## config.mk

```make
export PLATFORM = sky130hd
export DESIGN_NAME = jump_target_encoder
export DESIGN_NICKNAME = d
export VERILOG_FILES = /design/src/rtl/mips_pkg.sv /design/src/rtl/jte_fifo2.sv /design/src/rtl/jump_target_encoder.sv
export SDC_FILE = /design/constraint.sdc
export NUM_CORES = 1
export LEC_CHECK = 0
export CAP_MARGIN = 10
export CORE_MARGIN = 4
export CORE_UTILIZATION = 48
export CTS_BUF_LIST = sky130_fd_sc_hd__clkbuf_4
export DETAILED_ROUTE_END_ITERATION = 10
export PLACE_DENSITY = 0.92
export SYNTH_ARGS = -nofsm -noshare
export SYNTH_HDL_FRONTEND = slang
export SYNTH_SLANG_ARGS = --single-unit
```

## constraint.sdc

```tcl
create_clock -name clk -period 2.4 [get_ports clk]
set_input_delay 0.48 -clock clk [delete_from_list [all_inputs] [get_ports clk]]
set_output_delay 0.48 -clock clk [all_outputs]
set_load 0.005 [all_outputs]
```

## src/rtl/mips_pkg.sv

```systemverilog
// Shared MIPS encoding constants used by the jump-target encoder and its buffer.
// Holds J-type field positions, opcodes, error-flag indices and the buffer occupancy type.
package mips_pkg;

    localparam logic [5:0] OP_J   = 6'h02;
    localparam logic [5:0] OP_JAL = 6'h03;

    localparam int OPC_MSB = 31;
    localparam int OPC_LSB = 26;
    localparam int IDX_MSB = 25;

    localparam int ERR_MISALIGN = 0;
    localparam int ERR_REGION   = 1;

    // Buffer entry is {err[1:0], instr[31:0]}.
    localparam int ENTRY_W = 34;

    typedef enum logic [1:0] {
        OCC_EMPTY = 2'd0,
        OCC_ONE   = 2'd1,
        OCC_FULL  = 2'd2
    } occ_state_t;

endpackage

```

## src/rtl/jte_fifo2.sv

```systemverilog
// Two-entry in-order buffer for encoded jump words; head entry is always at out_data.
// The occupancy FSM is exported on state so the top can derive its handshake flags from it.
module jte_fifo2
    import mips_pkg::*;
#(
    parameter int W = ENTRY_W
) (
    input  logic         clk,
    input  logic         rst,
    input  logic         push,
    input  logic [W-1:0] in_data,
    input  logic         pop,
    output logic [W-1:0] out_data,
    output occ_state_t   state
);

    logic [W-1:0] tail;

    // A push in FULL or a pop in EMPTY cannot be a real handshake, so both are ignored.
    always_ff @(posedge clk) begin
        if (rst) begin
            state    <= OCC_EMPTY;
            out_data <= '0;
            tail     <= '0;
        end else begin
            case (state)
                OCC_EMPTY: begin
                    if (push) begin
                        out_data <= in_data;
                        state    <= OCC_ONE;
                    end
                end
                OCC_ONE: begin
                    if (push && !pop) begin
                        tail  <= in_data;
                        state <= OCC_FULL;
                    end else if (!push && pop) begin
                        state <= OCC_EMPTY;
                    end else if (push && pop) begin
                        out_data <= in_data;
                    end
                end
                OCC_FULL: begin
                    if (pop) begin
                        out_data <= tail;
                        state    <= OCC_ONE;
                    end
                end
                default: begin
                    state <= OCC_EMPTY;
                end
            endcase
        end
    end

endmodule

```

## src/rtl/jump_target_encoder.sv

```systemverilog
// Builds J/JAL instruction words from a target address and PC+4, flags unencodable targets,
// buffers results two deep and keeps saturating good/bad word counters.
module jump_target_encoder #(
    parameter logic [5:0] OP_J   = mips_pkg::OP_J,
    parameter logic [5:0] OP_JAL = mips_pkg::OP_JAL,
    parameter int         CNT_W  = 16
) (
    input  logic             clk,
    input  logic             rst,
    input  logic             in_valid,
    output logic             in_ready,
    input  logic [31:0]      in_pc4,
    input  logic [31:0]      in_target,
    input  logic             in_link,
    output logic             out_valid,
    input  logic             out_ready,
    output logic [31:0]      out_instr,
    output logic [1:0]       out_err,
    output logic [CNT_W-1:0] cnt_ok,
    output logic [CNT_W-1:0] cnt_err
);

    import mips_pkg::ENTRY_W;
    import mips_pkg::OPC_MSB;
    import mips_pkg::OPC_LSB;
    import mips_pkg::IDX_MSB;
    import mips_pkg::ERR_MISALIGN;
    import mips_pkg::ERR_REGION;
    import mips_pkg::occ_state_t;
    import mips_pkg::OCC_EMPTY;
    import mips_pkg::OCC_FULL;

    // Handshakes: a transfer happens on a posedge where valid & ready are both high.
    // Ready is a function of buffer occupancy only, never of the opposite side's valid.
    logic         accept;
    logic         pop;
    logic [1:0]   err;
    logic [31:0]  instr;
    logic [ENTRY_W-1:0] head;
    occ_state_t   fifo_state;

    assign in_ready  = (fifo_state != OCC_FULL);
    assign out_valid = (fifo_state != OCC_EMPTY);
    assign accept    = in_valid & in_ready;
    assign pop       = out_valid & out_ready;

    always_comb begin
        err               = 2'b00;
        err[ERR_MISALIGN] = |in_target[1:0];
        err[ERR_REGION]   = (in_target[31:28] != in_pc4[31:28]);
        instr             = 32'h0000_0000;
        if (err == 2'b00) begin
            instr[OPC_MSB:OPC_LSB] = in_link ? OP_JAL : OP_J;
            instr[IDX_MSB:0]       = in_target[27:2];
        end
    end

    jte_fifo2 #(
        .W(ENTRY_W)
    ) u_fifo (
        .clk      (clk),
        .rst      (rst),
        .push     (accept),
        .in_data  ({err, instr}),
        .pop      (pop),
        .out_data (head),
        .state    (fifo_state)
    );

    assign out_err   = head[ENTRY_W-1:32];
    assign out_instr = head[31:0];

    always_ff @(posedge clk) begin
        if (rst) begin
            cnt_ok  <= '0;
            cnt_err <= '0;
        end else if (accept) begin
            if (err == 2'b00) begin
                if (cnt_ok != {CNT_W{1'b1}}) cnt_ok <= cnt_ok + 1'b1;
            end else begin
                if (cnt_err != {CNT_W{1'b1}}) cnt_err <= cnt_err + 1'b1;
            end
        end
    end

endmodule

```

==> flow_summary.yaml <==
run_status:
  status: "complete, no violations"
grt:
  grtUsageMet1_pct: 25.5
  grt.met3_usage_pct: 3.28
  grt_antenna_before_repair: 0
  grt_busiest_layer: "met2"
  grt_pass1_wl_um: 18100
  gr-total-overflow: 0
  grt.total_usage_pct: 21.1
  use_met2_pct: 38.0
  grt_max_degree: 44
  grt_pass1_vias: 3979
sta:
  worst_slew_pin_slew_ps: 709
  min_period_ps: 2160
  max_freq_ghz: 0.464
  drv_slew: 0
  hold_viol_final: 0
  holdWs_ps: 468
  relSlewSlack_pct: 52.7
  fin_worst_skew_ps: 20.0
  setup_violations: 0
  rsz0062_at_grt: "no"
  fin_ws_ps: 243
  period_share_pct: 89.9
clock_tree:
  post-cts-setup-buffers: 0
  cts_tree: "done"
  cts_buffers: 9
  path_clk_slew_ps: 140
  clock_sinks: 94
  cts-htree-levels: 3
  clk_latency_ps: 440
  clock-root-buffer: "clkbuf_4"
  cts_buffer_depth: 2
placed_design:
  dp_hpwl_um: 7910
  io_buffers: 104
  pre_cts_slack_ps: -128
  routabilityCongestion: 0.806
  place_area_um2: 5490
worst_setup_path:
  crit_required_ps: 1920
  worstPathArrival_ps: 1680
  max_stage_delay_ps: 520
  crit_cells: 3
  r2r_slack_ps: 320
  reg2reg_depth: 7
  worstPathCellList: "nor2b_2, clkinv_2, clkdlybuf4s50_1"
  cpLargestDelayFamily: "buffers and inverters"
  cp-startpoint: "u_fifo.state[0]"
  crit_type: "reg2out"
  worstReg2RegStart: "cnt_ok[0]"
  crit_buf_inv: 2
  slowest_stage: "dfxtp_1"
  crit_path_max_fanout: 8
  critPathLaunchType: "flop"
  crit_path_end_kind: "output pin"
logic_synthesis:
  synth_ff_type: "dfxtp_1"
  synth_xor_area_share_pct: 1.44
  synth_cells: 527
  ys_seq_elements: 94
  async_reset_ff_share_pct: 0
  yosys.cell_types.count: 46
  ys_seq_area_share_pct: 44.3
  synth_compound_area_share_pct: 17.8
  synth-edff-count: 0
  synthMuxAreaShare_pct: 1.53
  synth_top_family_by_area: "simple AND/OR/NAND/NOR gates"
  synth-adder-area-share_pct: 0.589
  yosys_warnings: 0
  syn-cell-area_um2: 4250
  postSynthAreaPerCell_um2: 8.06
  synthSimpleGateAreaFrac_pct: 29.2
floorplan:
  pin_count: 137
  fp.dieW_um: 102
  initial_core_util_pct: 48.9
  fp.dieH_um: 102
  floorplan.rows: 34
  core_area_um2: 8680
  die_area_um2: 10400
detailed_routing:
  final_antenna_net_count: 0
  drc: 0
  drt-initial-drc-count: 181
  num_vias: 4323
  wl_per_cell_um: 15.3
  wl_um: 11200
  drt-vias-per-instance: 5.90
  drt-pass1-iter-count: 5
hold_path:
  whs_path_depth: 2
  min_path_type: "reg2reg"
  hp-start: "u_fifo.tail[19]"
job:
  cap_violations: 0
cells_and_area:
  nets: 693
  fillers: 741
  final_area_um2: 5630
  drive_above_1_share_pct: 8.96
  synthToLayoutAreaGrowth_pct: 32.6
  diodes: 0
pwr:
  powerDensity_nw_per_um2: 526
  total_power_mw: 2.96
  p_leak_nw: 1.80
  ir_drop_mv: 0.270
## final timing paths
path | end
worst min register to register | u_fifo.tail[19]
worst min-delay path | u_fifo.tail[19]
worst max-delay path | in_ready
worst max register to register | cnt_ok[15]
## power breakdown
part / total (mW) / switching (mW) / internal [mW]
clock network: 0.913 / 0.506 / 0.407
registers: 1.64 / 0.0326 / 1.61
logic: 0.407 / 0.186 / 0.221
## timing repair
| action | 4_1_cts | 5_1_grt |
|---|---|---|
| hold buffers | 0 | 0 |
| endpoints found under the hold margin | 0 | 0 |
| setup endpoints to repair | 0 | 6 |
| resized for setup | 0 | 1 |
## Yosys cell counts (all sizes together), types with 10 or more instances
cell     n  area share (%)
a21oi   56             6.6
nor2    46             4.1
o21ai   14             1.6
or3     12             1.8
or4     10             1.8
nand3   62             7.6
dfxtp   94              44
nand4   12             1.8
o31ai   10             1.8
buf     16             2.1
clkbuf  31             2.8
a311oi  28             5.8
nand2   72             6.4
## stage by stage
step / cells / utilization, % / TNS, ps
2_1_floorplan: 530 / - / 0
3_3_place_gp: 719 / 63.2 / -250
3_5_place_dp: 719 / 63.2 / -659
4_1_cts: 733 / 64.9 / 0
5_1_grt: 733 / 64.9 / 0
6_report: 733 / 64.9 / 0
## kinds of logic after synthesis
kind of cell / after synthesis
buf+inv: 49
flops: 94
xor+xnor: 7
mux: 6
simple gates: 250
fa+ha+maj: 2
other cells: 1
compound gates: 118
## worst register-to-register path, delay by kind of cell (launching register included)
| kind | cells | cell delay (ps) |
|---|---|---|
| compound gates | 1 | 150 |
| fa+ha+maj | 1 | 290 |
| buf+inv | 1 | 200 |
| flops | 1 | 390 |
| simple gates | 4 | 980 |
## area by class of cell
cell class | count | area [um2] | share of cell area [%]
clock buffer | 9 | 67.6 | 1.20
inverter | 2 | 8.76 | 0.155
multi-input combinational | 387 | 2180 | 38.8
sequential | 94 | 1880 | 33.4
tap | 108 | 135 | 2.40
clock inverter | 5 | 76.3 | 1.35
timing repair buffer | 128 | 1280 | 22.7
## routing by layer
layer | part of all wire [%] | wire (um)
met4 | 2.0 | 221
met5 | 0 | 0
met3 | 5.6 | 627
met1 | 41 | 4560
met2 | 52 | 5820
## sequential cells by signal, summed over array words and instances, names as in the netlist
register         cells
u_fifo.out_data     30
u_fifo.tail         30
cnt_err             16
cnt_ok              16
u_fifo.state         2
## layout by cell type (no fill, tap or decap), types with 5 or more instances in the layout
| master | count |
|---|---|
| clkbuf_4 | 9 |
| nand2_1 | 72 |
| or3_1 | 12 |
| or4_1 | 10 |
| a21oi_1 | 56 |
| dfxtp_1 | 94 |
| o31ai_1 | 10 |
| a311oi_1 | 28 |
| nand4_1 | 12 |
| buf_4 | 19 |
| and3_1 | 7 |
| nor2_1 | 44 |
| buf_12 | 5 |
| nand3_1 | 61 |
| clkdlybuf4s50_1 | 103 |
| o21ai_0 | 13 |
| nor3_1 | 6 |
| xnor2_1 | 7 |
Power figures use the tool's default switching activity.
